$ cat config.mk
export PLATFORM = sky130hd
export DESIGN_NAME = mult_div_unit
export DESIGN_NICKNAME = d
export VERILOG_FILES = /design/src/rtl/mult_div_unit.sv
export SDC_FILE = /design/constraint.sdc
export NUM_CORES = 1
export LEC_CHECK = 0
export CORE_ASPECT_RATIO = 0.5
export CORE_MARGIN = 4
export CORE_UTILIZATION = 40
export CTS_CLUSTER_DIAMETER = 200
export DETAILED_ROUTE_END_ITERATION = 7
export PLACE_DENSITY = 0.64
export SLEW_MARGIN = 20
export SYNTH_ARGS = -nofsm -noshare
export SYNTH_HDL_FRONTEND = slang
export SYNTH_SLANG_ARGS = --single-unit
$ cat constraint.sdc
create_clock -name clk -period 4.4 [get_ports clk]
set_input_delay 0.66 -clock clk [delete_from_list [all_inputs] [get_ports clk]]
set_output_delay 0.66 -clock clk [all_outputs]
set_load 0.02 [all_outputs]
$ cat src/rtl/mult_div_unit.sv
// Iterative multiply/divide unit with architectural HI/LO registers.
// Shift-add multiply and restoring divide on operand magnitudes, sign-fixed in FIN.
module mult_div_unit #(
  parameter int WIDTH = 32
) (
  input  logic             clk,
  input  logic             reset,
  input  logic             start,
  input  logic [1:0]       op,
  input  logic [WIDTH-1:0] srcA,
  input  logic [WIDTH-1:0] srcB,
  input  logic             hiWrite,
  input  logic             loWrite,
  input  logic [WIDTH-1:0] writeData,
  output logic             busy,
  output logic             done,
  output logic [WIDTH-1:0] hi,
  output logic [WIDTH-1:0] lo,
  output logic [1:0]       dbg_state_o
);

  localparam int CW = $clog2(WIDTH);

  typedef enum logic [1:0] {
    IDLE = 2'd0,
    RUN  = 2'd1,
    FIN  = 2'd2
  } state_e;

  state_e               state_q, state_d;
  logic                 is_div_q, is_div_d;
  logic                 sa_q, sa_d, sb_q, sb_d;
  logic [WIDTH-1:0]     a_q, a_d, b_q, b_d;
  logic [2*WIDTH-1:0]   acc_q, acc_d;
  logic [CW-1:0]        cnt_q, cnt_d;
  logic [WIDTH-1:0]     hi_q, hi_d, lo_q, lo_d;
  logic                 busy_q, busy_d, done_q, done_d;

  logic                 signed_op;
  logic [WIDTH:0]       mul_sum, rem_sh, diff;
  logic [2*WIDTH-1:0]   prod_fix;
  logic [WIDTH-1:0]     quot_fix, rem_fix;

  always_ff @(posedge clk) begin
    if (reset) begin
      state_q  <= IDLE;
      is_div_q <= 1'b0;
      sa_q     <= 1'b0;
      sb_q     <= 1'b0;
      a_q      <= '0;
      b_q      <= '0;
      acc_q    <= '0;
      cnt_q    <= '0;
      hi_q     <= '0;
      lo_q     <= '0;
      busy_q   <= 1'b0;
      done_q   <= 1'b0;
    end else begin
      state_q  <= state_d;
      is_div_q <= is_div_d;
      sa_q     <= sa_d;
      sb_q     <= sb_d;
      a_q      <= a_d;
      b_q      <= b_d;
      acc_q    <= acc_d;
      cnt_q    <= cnt_d;
      hi_q     <= hi_d;
      lo_q     <= lo_d;
      busy_q   <= busy_d;
      done_q   <= done_d;
    end
  end

  always_comb begin
    state_d   = state_q;
    is_div_d  = is_div_q;
    sa_d      = sa_q;
    sb_d      = sb_q;
    a_d       = a_q;
    b_d       = b_q;
    acc_d     = acc_q;
    cnt_d     = cnt_q;
    hi_d      = hi_q;
    lo_d      = lo_q;
    busy_d    = busy_q;
    done_d    = 1'b0;
    signed_op = ~op[0];

    // Multiply: a_q is the multiplicand, b_q shifts right as the multiplier.
    // Divide: a_q shifts the dividend out MSB-first, b_q is the divisor.
    mul_sum  = {1'b0, acc_q[2*WIDTH-1:WIDTH]} + (b_q[0] ? {1'b0, a_q} : '0);
    rem_sh   = {acc_q[2*WIDTH-1:WIDTH], a_q[WIDTH-1]};
    diff     = rem_sh - {1'b0, b_q};
    prod_fix = (sa_q ^ sb_q) ? -acc_q : acc_q;
    quot_fix = (sa_q ^ sb_q) ? -acc_q[WIDTH-1:0] : acc_q[WIDTH-1:0];
    rem_fix  = sa_q ? -acc_q[2*WIDTH-1:WIDTH] : acc_q[2*WIDTH-1:WIDTH];

    unique case (state_q)
      IDLE: begin
        if (start) begin
          is_div_d = op[1];
          sa_d     = signed_op & srcA[WIDTH-1];
          sb_d     = signed_op & srcB[WIDTH-1];
          a_d      = (signed_op & srcA[WIDTH-1]) ? -srcA : srcA;
          b_d      = (signed_op & srcB[WIDTH-1]) ? -srcB : srcB;
          acc_d    = '0;
          cnt_d    = '0;
          busy_d   = 1'b1;
          state_d  = RUN;
        end else begin
          if (hiWrite) hi_d = writeData;
          if (loWrite) lo_d = writeData;
        end
      end
      RUN: begin
        if (is_div_q) begin
          acc_d = {(diff[WIDTH] ? rem_sh[WIDTH-1:0] : diff[WIDTH-1:0]),
                   acc_q[WIDTH-2:0], ~diff[WIDTH]};
          a_d   = a_q << 1;
        end else begin
          acc_d = {mul_sum, acc_q[WIDTH-1:1]};
          b_d   = b_q >> 1;
        end
        cnt_d = cnt_q + 1'b1;
        if (cnt_q == CW'(WIDTH - 1)) state_d = FIN;
      end
      FIN: begin
        if (is_div_q) begin
          hi_d = rem_fix;
          lo_d = quot_fix;
        end else begin
          hi_d = prod_fix[2*WIDTH-1:WIDTH];
          lo_d = prod_fix[WIDTH-1:0];
        end
        done_d  = 1'b1;
        busy_d  = 1'b0;
        state_d = IDLE;
      end
      default: state_d = IDLE;
    endcase
  end

  assign busy        = busy_q;
  assign done        = done_q;
  assign hi          = hi_q;
  assign lo          = lo_q;
  assign dbg_state_o = state_q;

endmodule

## After elaboration in Yosys (flattened, before gate mapping)

Cells that the tools add are included.

| storage, ports and cells | value |
|---|---|
| logic and storage cells | 78 |
| bits in registers | 204 |
| input bits | 103 |

| operators by class | value |
|---|---|
| mux-type cells | 32 |
| bitwise gates (word level) | 5 |
| reduce and logical (&&, ||, !) cells | 11 |
| equal/unequal tests | 10 |
| $add $sub $neg | 8 |

Operators with widths:

| kind | number |
|---|---|
| 32-bit two-way mux | 16 |
| 32-bit case mux with 2 select lines | 4 |
| 64-bit two-way mux | 3 |
| 32-bit negation | 4 |
| 64-bit case mux with 2 select lines | 1 |
| 64-bit negation | 1 |
| 32-bit by 32-bit adder with 33-bit output | 1 |
| 33-bit by 32-bit subtractor with 33-bit output | 1 |
| 2-bit != test (second input constant) | 7 |
| 3-bit AND reduction | 4 |
| 5-bit case mux with 2 select lines | 1 |
| 2-bit AND reduction | 4 |
| 5-bit by 1-bit adder with 5-bit output (second input constant) | 1 |
| 5-bit == test (second input constant) | 1 |
| 5-bit two-way mux | 1 |
| 2-bit two-way mux | 2 |
| 2-bit case mux with 2 select lines | 1 |
| 2-bit nonzero test | 2 |
| 1-bit bitwise AND | 2 |
| 2-bit by 1-bit == test with 1-bit output (second input constant) | 1 |
| 2-bit == test (second input constant) | 1 |
| 2-bit logical NOT | 1 |
| 1-bit two-way mux | 2 |
| 1-bit inverter | 2 |
| other kinds (2) | 2 |

## Longest topological paths before layout

| depth | value |
|---|---|
| depth in word-level cells | 5 |
| gate-level depth with buffers | 15 |
| mapped depth without buffers | 14 |

## Worst setup path before layout

Ideal clock, no wire load.

| timing | value |
|---|---|
| path type | reg2reg |
| start point | register b_q[0] |
| end point | register acc_q[49] |
| setup time | 0.101 ns |
| period minus slack after synthesis | 3.169 ns |
| setup slack | 1.231 ns |
| stages on the path, launching flop included | 16 |
| path buffers | 1 |
| arrival time | 3.068 ns |
| cells stage by stage | dfxtp_1 clkbuf_1 and2_1 ha_1 inv_1 fa_1 nand2b_1 a21oi_1 nand2b_1 a31oi_1 o221ai_1 a21oi_1 o31ai_1 a21o_1 mux2_2 o41ai_1 |

| between the ends | value |
|---|---|
| longest elaborated chain between the ends | 4 |
| elaborated cells on any way between the ends | 6 |
| classes of those cells | add/sub: 2; mux: 4 |

RTL lines:

| element | line | RTL |
|---|---|---|
| start, declared | 33 | `logic [WIDTH-1:0] a_q, a_d, b_q, b_d;` |
| start signal, assigned | 51 | `b_q <= '0;` |
| start signal, assigned | 64 | `b_q <= b_d;` |
| 33-bit by 32-bit subtractor with 33-bit output / 32-bit two-way mux (equally long branches) | 93, 91 |  |
| 32-bit two-way mux / 32-bit by 32-bit adder with 33-bit output (equally long branches) | 117, 91 |  |
| 64-bit two-way mux * | 116 | `if (is_div_q) begin` |
| 64-bit case mux with 2 select lines * | 98 | `unique case (state_q)` |
| end signal, assigned | 52 | `acc_q <= '0;` |
| end signal, assigned | 65 | `acc_q <= acc_d;` |
| end, declared | 34 | `logic [2*WIDTH-1:0] acc_q, acc_d;` |

Mark *: on every way between the ends. The rest lies on a longest branch, timed or not.
A chain may end at the register's enable or synchronous reset.

## Worst setup path in the final report

| timing | value |
|---|---|
| start point | register a_q[31] |
| end point | register acc_q[33] |

| between the ends | value |
|---|---|
| longest elaborated chain between the ends | 4 |

RTL lines:

| element | line | RTL |
|---|---|---|
| start, declared | 33 |  |
| start signal, assigned | 50 | `a_q <= '0;` |
| start signal, assigned | 63 | `a_q <= a_d;` |
| 33-bit by 32-bit subtractor with 33-bit output | 93 | `diff = rem_sh - {1'b0, b_q};` |
| 32-bit two-way mux | 117 | `acc_d = {(diff[WIDTH] ? rem_sh[WIDTH-1:0] : diff[WIDTH-1:0]),` |
| 64-bit two-way mux | 116 |  |
| 64-bit case mux with 2 select lines | 98 |  |

Every way passes these cells.

==> reports/qor.yml <==
die_h_um: 147.2
antenna_found_initial: 3
post_cts_resized: 0
arrival_ns: 4.20
crit_path_max_fanout: 58
clk_pin_slew_ns: 0.06
fillCellCount: 3840
clock-sinks: 204
crit_path_start: "a_q[31]"
synth_nets: 2238
io_pins: 171
synth.most_common_cell: "nor2_1"
holdWs_ns: 0.4537
worstMarginPinSlew_ns: 0.9815
rsz0062_at_grt: "no"
cp-start-kind: "register"
dp_cells: 2644
core.rowCount: 50
layout-drive-gt1-share: 0.05039
min-delay-path-class: "register to register"
fmax_mhz: 268.1
synth.avg_cell_area_sq_um: 7.521
num_vias: 15480
yosys.area.top_type: "dfxtp_1"
worstHoldPathCells: 2
yosys_warnings: 0
setup-violations-final: 0
post-dp-hpwl_um: 38630
cts_buffers: 23
fin_cells: 2683
ys_seq_area_frac: 0.2634
ir_worst_vdd_uv: 226.0
drc: 0
synth_seq_cells: 204
finalWorstSetupSlack_ns: 0.6696
n_antenna_cell: 0
cts-root-buf: "clkbuf_16"
min_period_ns: 3.730
cts_tree: "yes"
dr.first_iter.drc_count: 1272
port-buffer-count: 170
cts_max_level: 1
synth_flop_cell: "dfxtp_1"
synth_edf_count: 0
period_share: 0.8478
grt_usage: 0.2331
die_x_um: 286.5
synthTopCellsByArea: "dfxtp_1 (26%), nor2_1 (7.9%), mux2i_1 (6.3%), ha_1 (5.7%), xor2_1 (5.3%)"
grt_start_max_net_pins: 133
viasPerCell: 5.770
nets: 2325
p_leak_nw: 7.140
area_growth_pct: 18.95
drt.antenna.violating_nets: 0
initial_core_util: 0.4097
drt_pass1_iterations: 8
syn_area_sq_um: 15510
postCtsSetupBuffers: 0
grt_pass1_vias: 14230
synth_top_area_share: 0.2634
regToRegStartpoint: "a_q[31]"
gp_congestion: 0.9314
async_flop_share: 0
path_buf_inv: 2
path_cells: "inv_1 > ha_1 > fa_1 > nand2b_1 > a21o_1 > a32oi_1 > a31o_2 > a21oi_1 > o21ai_0 > xnor2_2 > buf_12 > mux2i_1 > a21oi_1 > nor3_1"
status: "finished, final reports clean"
fin_util: 0.4874
clock_latency_ns: 0.55
core_area_sq_um: 37850
p_total_mw: 5.440
powerDensity_nw_per_um2: 294.9
hold_violations: 0
synthCells: 2062
gr-total-overflow: 0
place_worst_setup_slack_ns: 0.4598
r2r_cells: 14
grt_pass1_wl_um: 80010
critical_path_cell_count: 14
placed_area_sq_um: 17690
cts_hold_buf: 0
synthTopCellsByCount: "nor2_1 (326), dfxtp_1 (204), a21oi_1 (163)"
cap_violations: 0
clock_path_buffers: 3
cp_slowest_stage_delay_ns: 0.48
postLayoutCellArea_sq_um: 18450
max_slew_margin: 0.3457
crit_type: "register to register"
synthDistinctLibCells: 73
crit_required_ns: 4.87
end_kind: "register"
cp_top_family: "compound AO/OA/AOI/OAI gates"
finClkSkew_ns: 0.01621
dieArea_sq_um: 42170
tns_ns: 0
slew_violations: 0
wl_um: 51700
critPathSlowestCell: "dfxtp_1"
hold_path.startpoint: "busy"
crit_path_frequent_cell: "a21oi_1"
post_drt_wl_per_cell_um: 19.27
routing by layer:
| metal | share of wire | track usage |
|---|---|---|
| met1 | 0.48 | 0.3414 |
| met2 | 0.43 | 0.3585 |
| met3 | 0.068 | 0.03659 |
| met4 | 0.024 | 0.05480 |
| met5 | 0.00048 | 0 |
worst register-to-register path, stage by stage (launching register included):
cell and delay [ns]:
dfxtp_1 0.48, inv_1 0.10, ha_1 0.25, fa_1 0.41, nand2b_1 0.18, a21o_1 0.20, a32oi_1 0.29, a31o_2 0.28
a21oi_1 0.13, o21ai_0 0.31, xnor2_2 0.21, buf_12 0.28, mux2i_1 0.25, a21oi_1 0.09, nor3_1 0.20
layout make-up:
cell class | count | area, sq um | share of cell area
Clock buffer | 31 | 645.6 | 0.03500
Multi-Input combinational cell | 1646 | 10670 | 0.5784
Inverter | 60 | 225.2 | 0.01221
Tap cell | 520 | 650.6 | 0.03527
Timing Repair Buffer | 214 | 2054 | 0.1114
Sequential cell | 204 | 4085 | 0.2215
Clock inverter | 8 | 115.1 | 0.006240
flip-flops by register name, indices dropped and copies added (netlist names):
signal / flops
acc_q: 64
a_q: 32
b_q: 32
hi: 32
lo: 32
cnt_q: 5
dbg_state_o: 2
busy: 1
done: 1
is_div_q: 1
sa_q: 1
sb_q: 1
final timing paths:
| check | end | slack, ns |
|---|---|---|
| min reg2reg | busy | 0.45 |
| max | acc_q[33] | 0.67 |
| max reg2reg | acc_q[33] | 0.67 |
| min | busy | 0.45 |
kinds of logic (layout without fill, tap and decap cells):
kind of cell    count (synthesis)  in the layout  synth area share
buf+inv                       212            313           0.05204
compound gates                602            602            0.2522
mux                           100            100           0.06471
flops                         204            204            0.2634
xor+xnor                      173            173           0.09771
fa+ha+maj                      73             73           0.05987
simple gates                  698            698            0.2101
cell usage in the layout, fill, tap and decap left out, types with 10 or more instances in the layout:
cell type and count:
a21oi_1 162, nand2_1 123, inv_1 59, o211ai_1 16, a311oi_1 10, o21ai_0 92
buf_4 43, a22oi_1 10, o22ai_1 16, nor2b_1 16, and2_1 38, xor2_1 93
a221o_1 15, clkdlybuf4s50_1 169, xnor2_1 78, nand3_1 36, a21o_1 19, nor2_1 325
nand2b_1 22, nand4_1 11, o31ai_1 23, or3_1 11, clkbuf_16 23, a31oi_1 62
o41ai_1 20, nor4_1 18, nor3_1 41, dfxtp_1 203, ha_1 71, a211oi_1 103
mux2i_1 98
power by group:
group | leakage, nW | internal [mW] | switching (mW)
Sequential | 1.66 | 1.94 | 0.0844
Clock | 0.372 | 1.15 | 0.873
Combinational | 5.11 | 0.562 | 0.825
Total | 7.14 | 3.66 | 1.78
No activity file was read; power rests on OpenSTA's default activity.
